## src/rtl/mem_cmd_ctrl.sv

```systemverilog
// Command front-end for a 32 x 8 synchronous memory: buffers read/write commands in an
// in-order FIFO and sequences them onto the memory pins. Optional macro: MEM_CMD_STATS_EN.
module mem_cmd_ctrl #(
    parameter int unsigned ADDR_W = 5,
    parameter int unsigned DATA_W = 8,
    parameter int unsigned DEPTH  = 4
) (
    input  logic              clk,
    input  logic              rst,
    input  logic              cmd_valid,
    output logic              cmd_ready,
    input  logic              cmd_write,
    input  logic [ADDR_W-1:0] cmd_addr,
    input  logic [DATA_W-1:0] cmd_data,
    output logic [ADDR_W-1:0] mem_addr,
    output logic [DATA_W-1:0] mem_data_in,
    output logic              mem_read,
    output logic              mem_write,
    input  logic [DATA_W-1:0] mem_data_out,
    output logic              rsp_valid,
    output logic [ADDR_W-1:0] rsp_addr,
    output logic [DATA_W-1:0] rsp_data,
    output logic              busy
`ifdef MEM_CMD_STATS_EN
    ,
    output logic [15:0]       wr_count,
    output logic [15:0]       rd_count
`endif
);

    localparam int unsigned PTR_W = $clog2(DEPTH);
    localparam logic [PTR_W:0] FULL = (PTR_W + 1)'(DEPTH);

    typedef enum logic [1:0] {StIdle, StExec, StRdWait} state_e;

    state_e            state_q;
    logic [PTR_W-1:0]  wr_ptr_q;
    logic [PTR_W-1:0]  rd_ptr_q;
    logic [PTR_W:0]    count_q;

    logic              fifo_write [DEPTH];
    logic [ADDR_W-1:0] fifo_addr  [DEPTH];
    logic [DATA_W-1:0] fifo_data  [DEPTH];

    logic push;
    logic pop;

    // Ready comes from the registered count only: a full FIFO refuses even while popping.
    assign cmd_ready = (count_q != FULL);
    assign push      = cmd_valid && cmd_ready && !rst;
    assign pop       = (state_q == StIdle) && (count_q != '0);
    assign busy      = (count_q != '0) || (state_q != StIdle);

    always_ff @(posedge clk) begin
        if (push) begin
            fifo_write[wr_ptr_q] <= cmd_write;
            fifo_addr[wr_ptr_q]  <= cmd_addr;
            fifo_data[wr_ptr_q]  <= cmd_data;
        end
    end

    always_ff @(posedge clk) begin
        if (rst) begin
            state_q     <= StIdle;
            wr_ptr_q    <= '0;
            rd_ptr_q    <= '0;
            count_q     <= '0;
            mem_addr    <= '0;
            mem_data_in <= '0;
            mem_read    <= 1'b0;
            mem_write   <= 1'b0;
            rsp_valid   <= 1'b0;
            rsp_addr    <= '0;
            rsp_data    <= '0;
        end else begin
            if (push) begin
                wr_ptr_q <= wr_ptr_q + 1'b1;
            end
            if (pop) begin
                rd_ptr_q <= rd_ptr_q + 1'b1;
            end
            if (push && !pop) begin
                count_q <= count_q + 1'b1;
            end else if (pop && !push) begin
                count_q <= count_q - 1'b1;
            end

            rsp_valid <= 1'b0;
            unique case (state_q)
                StIdle: begin
                    if (pop) begin
                        mem_addr    <= fifo_addr[rd_ptr_q];
                        mem_data_in <= fifo_data[rd_ptr_q];
                        mem_write   <= fifo_write[rd_ptr_q];
                        mem_read    <= !fifo_write[rd_ptr_q];
                        state_q     <= StExec;
                    end
                end
                StExec: begin
                    mem_read  <= 1'b0;
                    mem_write <= 1'b0;
                    state_q   <= mem_write ? StIdle : StRdWait;
                end
                StRdWait: begin
                    // Memory data is valid now, one cycle after it sampled mem_read.
                    rsp_valid <= 1'b1;
                    rsp_addr  <= mem_addr;
                    rsp_data  <= mem_data_out;
                    state_q   <= StIdle;
                end
                default: begin
                    state_q <= StIdle;
                end
            endcase
        end
    end

`ifdef MEM_CMD_STATS_EN
    always_ff @(posedge clk) begin
        if (rst) begin
            wr_count <= '0;
            rd_count <= '0;
        end else begin
            if (mem_write && (wr_count != 16'hFFFF)) begin
                wr_count <= wr_count + 16'd1;
            end
            if (rsp_valid && (rd_count != 16'hFFFF)) begin
                rd_count <= rd_count + 16'd1;
            end
        end
    end
`endif

endmodule

```

## config.mk

```make
export PLATFORM = sky130hd
export DESIGN_NAME = mem_cmd_ctrl
export DESIGN_NICKNAME = d
export VERILOG_FILES = /design/src/rtl/mem_cmd_ctrl.sv
export SDC_FILE = /design/constraint.sdc
export NUM_CORES = 1
export LEC_CHECK = 0
export CAP_MARGIN = 40
export CELL_PAD_IN_SITES_DETAIL_PLACEMENT = 2
export CELL_PAD_IN_SITES_GLOBAL_PLACEMENT = 2
export CORE_MARGIN = 4
export CORE_UTILIZATION = 33
export DETAILED_ROUTE_END_ITERATION = 10
export PLACE_DENSITY = 0.78
export SLEW_MARGIN = 25
export SYNTH_ARGS = -nofsm -noshare
export SYNTH_HDL_FRONTEND = slang
export SYNTH_SLANG_ARGS = --single-unit
```

## constraint.sdc

```tcl
create_clock -name clk -period 2.18 [get_ports clk]
set_input_delay 0.218 -clock clk [delete_from_list [all_inputs] [get_ports clk]]
set_output_delay 0.218 -clock clk [all_outputs]
set_load 0.01 [all_outputs]
```

==> results of run 1 <==
## flip-flops by register name (all words and copies together) (netlist names), 3 cells and up, named ones only
name         flops
rsp_data         8
rsp_addr         5
fifo_write       4
mem_addr         5
mem_data_in      8
fifo_data       32
count_q          3
fifo_addr       20
## kinds of logic after synthesis
| family | Yosys count |
|---|---|
| simple gates | 52 |
| flops | 96 |
| fa+ha+maj | 6 |
| compound gates | 40 |
| mux | 15 |
| buf+inv | 18 |
| xor+xnor | 2 |
## synthesized netlist by cell type (2+ instances only)
| cell | instances |
|---|---|
| a21oi_1 | 18 |
| a22o_1 | 10 |
| a22o_2 | 3 |
| and2_1 | 4 |
| buf_1 | 2 |
| buf_2 | 4 |
| buf_6 | 3 |
| dfxtp_1 | 40 |
| edfxtp_1 | 56 |
| ha_1 | 5 |
| inv_1 | 7 |
| mux4_2 | 14 |
| nand2_1 | 27 |
| nand2b_1 | 2 |
| nand3_1 | 2 |
| nand3b_1 | 3 |
| nor2_1 | 4 |
| nor3_1 | 4 |
| o21ai_0 | 3 |
| xor2_1 | 2 |
## stage by stage
stage / total power [mW] / TNS (ns) / setup slack, ns / utilization / instance area (um^2)
floorplan: 3.41 / 0 / 0.133 / - / 3560
global placement: 4.04 / -0.102 / -0.102 / 0.418 / 4350
detailed placement: 4.12 / -0.226 / -0.226 / 0.418 / 4350
CTS: 5.21 / -0.0897 / -0.0462 / 0.435 / 4530
global route: 5.46 / -0.0133 / -0.0133 / 0.437 / 4550
finish: 5.16 / 0 / 0.109 / 0.437 / 4550
## cell type report
class                      count  area (um^2)
timing repair buffer          68          698
inverter                       8         32.5
clock inverter                 7         53.8
sequential                    96         2490
tap                          136          170
fill                        1031         5860
clock buffer                   9          124
multi-input combinational    115          990
## power by group through the flow
stage	registers, mW	logic [mW]	clock network (mW)
5_1_grt	2.45	1.80	1.21
4_1_cts	2.40	1.69	1.13
3_5_place_dp	2.44	1.68	0
6_report	2.41	1.66	1.09
2_1_floorplan	2.46	0.949	0
3_3_place_gp	2.42	1.61	0
## what timing repair did
item,CTS,global route
pin swaps,0,1
buffers inserted,0,0
resized for setup,1,6
setup endpoints to repair,1,2
## worst max-delay path, delay by kind of cell (launching register included)
| family | cells | cell delay (ns) |
|---|---|---|
| flip-flops | 1 | 0.36 |
| XOR/XNOR | 1 | 0.16 |
| AND/OR/NAND/NOR | 3 | 0.67 |
| AO/OA/AOI/OAI | 1 | 0.14 |
| adder cells (fa/ha/maj) | 2 | 0.59 |
| buffers and inverters | 1 | 0.08 |
## per-layer routing
| layer | wire (um) | track usage | vias to the layer above | share of wire |
|---|---|---|---|---|
| li1 | - | - | 988 | - |
| met1 | 3470 | 0.163 | 1076 | 0.43 |
| met2 | 4240 | 0.231 | 47 | 0.52 |
| met3 | 294 | 0.0288 | 10 | 0.036 |
| met4 | 114 | 0.0535 | 0 | 0.014 |
| met5 | 0 | 0 | - | 0 |
## layout by cell type, fill, tap and decap left out, drive strengths merged, types with 2 or more instances in the layout
cell,synthesis,routed
a21oi,19,19
a22o,13,13
and2,4,4
buf,10,13
clkbuf,0,9
clkdlybuf4s50,0,55
clkinv,0,2
clkinvlp,0,2
dfxtp,40,40
edfxtp,56,56
ha,5,5
inv,8,11
mux4,14,14
nand2,27,27
nand2b,2,2
nand3,2,2
nand3b,4,4
nor2,5,5
nor3,4,4
o21ai,3,3
or3,2,2
xor2,2,2
## how the worst min path moves through the flow
stage	start	end	slack, ns	cells after the start
detailed placement	rsp_data[1]$_SDFFE_PP0P_	rsp_data[1]$_SDFFE_PP0P_	0.45	2
finish	mem_data_out[6]	rsp_data[6]$_SDFFE_PP0P_	0.40	3
floorplan	cmd_addr[0]	fifo_addr[0][0]$_DFFE_PP_	0.32	0
global placement	rsp_data[1]$_SDFFE_PP0P_	rsp_data[1]$_SDFFE_PP0P_	0.44	2
CTS	mem_data_out[6]	rsp_data[6]$_SDFFE_PP0P_	0.39	3
global route	mem_data_out[2]	rsp_data[2]$_SDFFE_PP0P_	0.41	3
==> impl_metrics.py, run 1 <==
metrics = {
    "synth": {
        "ys_seq_elements": 96,
        "ys_types": 36,
        "synth_cells": 229,
        "synth_edf_count": 56,
        "syn-mean-instance-area_um2": 15.5,
        "ys.flop_type": "edfxtp_1",
        "synth_fp_nets": 260,
        "async_flop_share": 0,
        "synth_top_family_by_area": "multiplexers",
        "netlist_area_mm2": 0.00356,
        "synth_area_leaders": "edfxtp_1 47%, dfxtp_1 22%, mux4_2 8.9%",
        "synth_warnings": 0,
        "synth-compound-area-share": 0.0784,
        "synthMuxAreaShare": 0.0914,
        "synthXorXnorAreaFrac": 0.00492,
        "synth_top_area_share": 0.472,
        "ys_seq_area_frac": 0.697,
        "yosys.area_share.simple": 0.0742,
        "yosysTopAreaCell": "edfxtp_1",
        "synthAdderAreaFrac": 0.0232,
    },
    "timing": {
        "hold_viol": 0,
        "fin_skew_ns": 0.0137,
        "finalCritPeriodShare": 0.950,
        "timing.fmax_mhz": 483,
        "min_period_ns": 2.07,
        "finalMaxSlewViolations": 0,
        "worst_slew_pin_slew_ns": 0.528,
        "setup-violations-final": 0,
        "whs_ns": 0.405,
        "slew_headroom": 0.648,
    },
    "floorplanning": {
        "initial_core_util": 0.342,
        "die-area_mm2": 0.0125,
        "die_y_um": 112,
        "die_x_um": 112,
        "ios": 56,
        "rows": 37,
        "core_mm2": 0.0104,
    },
    "grt": {
        "grt_usage": 0.134,
        "grt_pass1_vias": 2398,
        "antenna_found_initial": 0,
        "grt_remaining_overflow": 0,
        "grt_pass1_wl_um": 12900,
        "grt_start_max_net_pins": 29,
    },
    "power_and_ir_drop": {
        "p_switching_mw": 1.65,
        "combPwrFrac": 0.322,
        "power.leakage_nw": 1.54,
        "p_sw_frac": 0.319,
        "p_per_area_mw_per_mm2": 1130,
        "p_int_mw": 3.51,
        "ir_drop_uv": 482,
        "power_frac_seq": 0.467,
        "power.share.clock": 0.210,
    },
    "setup_path": {
        "slowest_delay_ns": 0.38,
        "worstSetupStartpoint": "count_q[2]$_SDFFE_PP0P_",
        "crit_chain": "nor3b_2 -> nor3_2 -> ha_1 -> inv_1 -> fa_1 -> xor2_1 -> or3_1 -> a21oi_1",
        "r2r_slack_ns": 0.11,
        "worstReg2RegEnd": "count_q[2]$_SDFFE_PP0P_",
        "reg2regPathDepth": 8,
        "cp_max_fo": 5,
        "cp_slowest_cell": "fa_1",
        "cp-start-kind": "flip-flop",
        "r2r-start": "count_q[2]$_SDFFE_PP0P_",
        "arrival_ns": 2.37,
        "critical_path.endpoint_type": "flip-flop",
        "required_ns": 2.48,
        "timing_worst_setup_path_type": "flip-flop to flip-flop",
        "critPathCapture": "count_q[2]$_SDFFE_PP0P_",
    },
    "clocking": {
        "clk_latency_ns": 0.37,
        "clk_pin_slew_worst_paths_ns": 0.10,
        "cts_root_buf": "clkbuf_8",
        "cts_tree": "built",
        "cts.path.max_buffers": 2,
        "htreeDepth": 3,
        "cts_buffers": 9,
        "clock-sinks": 96,
        "cts_hold_buf": 0,
    },
    "route": {
        "dr.first_iter.drc_count": 65,
        "vias_per_cell": 4.83,
        "ant_nets": 0,
        "dr.pass1.iters": 3,
        "routedWlPerCell_um": 18.5,
        "drc": 0,
        "routed_wirelength_um": 8120,
        "vias": 2121,
    },
    "placement": {
        "port_buffers": 55,
        "numPlacedInstances": 423,
        "routabilityCongestion": 0.705,
        "post-dp-hpwl_um": 5530,
    },
    "worst_hold_path": {
        "hold_path_class": "primary input to flip-flop",
    },
    "cells_and_area": {
        "layout-area-overhead-vs-synth_pct": 27.9,
        "fin_cells": 439,
        "drive_gt1_frac": 0.191,
        "layout.nets": 329,
        "antennaDiodeCount": 0,
    },
    "job": {
        "cap_violations": 0,
    },
    "status": {
        "outcome": "completed",
    },
}
No activity file was read; power rests on OpenSTA's default activity.
==> inputs of run 2 (changes only) <==
--- a/config.mk
+++ b/config.mk
@@ -11,7 +11,10 @@
 export CORE_MARGIN = 4
 export CORE_UTILIZATION = 33
 export DETAILED_ROUTE_END_ITERATION = 10
-export PLACE_DENSITY = 0.78
+export DONT_BUFFER_PORTS = 1
+export GPL_ROUTABILITY_DRIVEN = 1
+export GPL_TIMING_DRIVEN = 0
+export PLACE_DENSITY = 0.68
 export SLEW_MARGIN = 25
 export SYNTH_ARGS = -nofsm -noshare
 export SYNTH_HDL_FRONTEND = slang
==> run 2 against run 1 <==
Total power shrank 4.7%. Final cell count decreased by 7.5%. Combinational power down 23%. Setup slack better by 0.0080 ns. Non-clock buffer count shrank 33. Sequential power grew 5%. Core utilization fell by 3.4 points. Clock power about the same. Largest cell class unchanged. Largest power group unchanged. Highest routed layer unchanged.
==> impl_metrics.py, run 2 (synthesis gave the netlist of run 1 again) <==
metrics = {
    "timing": {
        "hold_viol": 0,
        "rsz0062_at_grt": "false",
        "finalCritPeriodShare": 0.946,
        "fin_skew_ns": 0.0132,
        "slew_headroom": 0.454,
        "finalMaxSlewViolations": 0,
        "worst_slew_pin_slew_ns": 0.819,
        "timing.fmax_mhz": 485,
        "min_period_ns": 2.06,
        "setup-violations-final": 0,
    },
    "power_and_ir_drop": {
        "p_per_area_mw_per_mm2": 1170,
        "power.leakage_nw": 1.42,
        "ir_drop_uv": 489,
    },
    "clocking": {
        "clk_latency_ns": 0.36,
        "htreeDepth": 3,
        "cts.path.max_buffers": 2,
        "cts_tree": "built",
        "clock-sinks": 96,
        "cts_root_buf": "clkbuf_8",
        "clk_pin_slew_worst_paths_ns": 0.10,
        "cts_buffers": 9,
    },
    "cells_and_area": {
        "multiInputGateArea_um2": 997,
        "final_cell_mix": "56 x edfxtp_1, 37 x dfxtp_1, 27 x nand2_1",
        "largest_reg_flops": 32,
        "fin_cells": 406,
        "layout-area-overhead-vs-synth_pct": 18.0,
        "fin_util": 0.403,
        "layout.nets": 296,
        "regArea_mm2": 0.00249,
        "drive_gt1_frac": 0.211,
        "reg.largest.list": "fifo_data x32, fifo_addr x20",
        "antennaDiodeCount": 0,
        "layout_commonest_cell": "edfxtp_1",
        "n_fill_cell": 1054,
        "max_flop_register": "fifo_data",
    },
    "placement": {
        "routabilityCongestion": 0.696,
        "post-dp-hpwl_um": 5450,
        "port_buffers": 0,
        "numPlacedInstances": 365,
    },
    "floorplanning": {
        "die_x_um": 112,
        "rows": 37,
        "die_y_um": 112,
        "die-area_mm2": 0.0125,
        "ios": 56,
        "core_mm2": 0.0104,
        "initial_core_util": 0.342,
    },
    "grt": {
        "grt_pass1_vias": 2264,
        "grt_usage": 0.131,
        "grt_start_max_net_pins": 19,
        "grt_pass1_wl_um": 12600,
        "antenna_found_initial": 0,
        "grt_remaining_overflow": 0,
    },
    "route": {
        "routed_wirelength_um": 7970,
        "drc": 0,
        "dr.pass1.iters": 4,
        "ant_nets": 0,
        "vias": 1983,
        "vias_per_cell": 4.88,
        "routedWlPerCell_um": 19.6,
        "dr.first_iter.drc_count": 52,
    },
    "setup_path": {
        "timing_worst_setup_path_type": "flip-flop to flip-flop",
        "critical_path.endpoint_type": "flip-flop",
        "cp-start-kind": "flip-flop",
        "cp_max_fo": 5,
        "arrival_ns": 2.35,
        "required_ns": 2.47,
    },
    "status": {
        "outcome": "completed",
    },
    "worst_hold_path": {
        "hold_path_class": "primary input to flip-flop",
    },
    "job": {
        "cap_violations": 0,
    },
}
run 2: cell count changes in the layout (fill, tap and decap cells not counted), moves of 3 or more:
| cell | previous run | this run |
|---|---|---|
| buf_4 | 9 | 2 |
| dlygate4sd3_1 | 0 | 22 |
| buf_2 | 0 | 4 |
| buf_6 | 0 | 3 |
| buf_12 | 4 | 0 |
| clkdlybuf4s50_1 | 55 | 0 |
run 2: area by class of cell:
| type | count | area share |
|---|---|---|
| clock inverter | 6 | 0.0137 |
| multi-input combinational | 115 | 0.237 |
| tap | 136 | 0.0405 |
| clock buffer | 10 | 0.0304 |
| sequential | 96 | 0.592 |
| timing repair buffer | 25 | 0.0596 |
| inverter | 8 | 0.00775 |
| buffer | 10 | 0.0182 |
run 2: per-stage QoR:
step / setup slack [ns] / TNS [ns] / hold slack [ns] / cell area (um^2) / power, mW
global route: 0.0145 / 0 / 0.00783 / 4200 / 5.23
finish: 0.117 / 0 / 0.0166 / 4200 / 4.92
floorplan: 0.133 / 0 / 0.317 / 3560 / 3.41
detailed placement: -0.243 / -0.352 / 0.317 / 3730 / 3.79
global placement: -0.107 / -0.107 / 0.317 / 3730 / 3.73
CTS: 0.00371 / 0 / 0.00141 / 4160 / 4.98
run 2: path summary, 6_finish.rpt:
path,from,slack (ns),depth (start not counted),to
worst max-delay path,count_q[1]$_SDFFE_PP0P_,0.12,9,count_q[2]$_SDFFE_PP0P_
worst min-delay path,cmd_valid,0.02,2,wr_ptr_q[1]$_SDFFE_PP0P_
worst max register to register,count_q[1]$_SDFFE_PP0P_,0.12,9,count_q[2]$_SDFFE_PP0P_
worst min register to register,rsp_data[4]$_SDFFE_PP0P_,0.52,2,rsp_data[4]$_SDFFE_PP0P_
run 2: layer usage:
metal  track usage  vias up  share of wire
met2         0.239       42           0.53
met3        0.0342        6          0.044
met1         0.149     1006           0.41
li1              -      929              -
met5             0        -              0
met4        0.0438        0          0.012
run 2: worst max-delay path, cell delays in order (launching register included):
cell and delay [ns]:
dfxtp_4 0.39, nor3_4 0.22, nor3_2 0.10, inv_1 0.07
ha_2 0.18, inv_1 0.06, fa_1 0.38, xor2_1 0.16
or3_1 0.30, a21oi_1 0.13
run 2: power breakdown:
group	internal [mW]	leakage, nW	switching (mW)	total (mW)
clock	0.447	0.0957	0.667	1.11
sequential	2.21	0.836	0.329	2.54
combinational	0.623	0.489	0.647	1.27
run 2: what timing repair did:
action,4_1_cts,5_1_grt
setup buffers,1,1
pin swaps,1,2
hold buffers,22,0
endpoints found under the setup margin,42,2
resized for setup,5,5
hold endpoints to repair,64,0
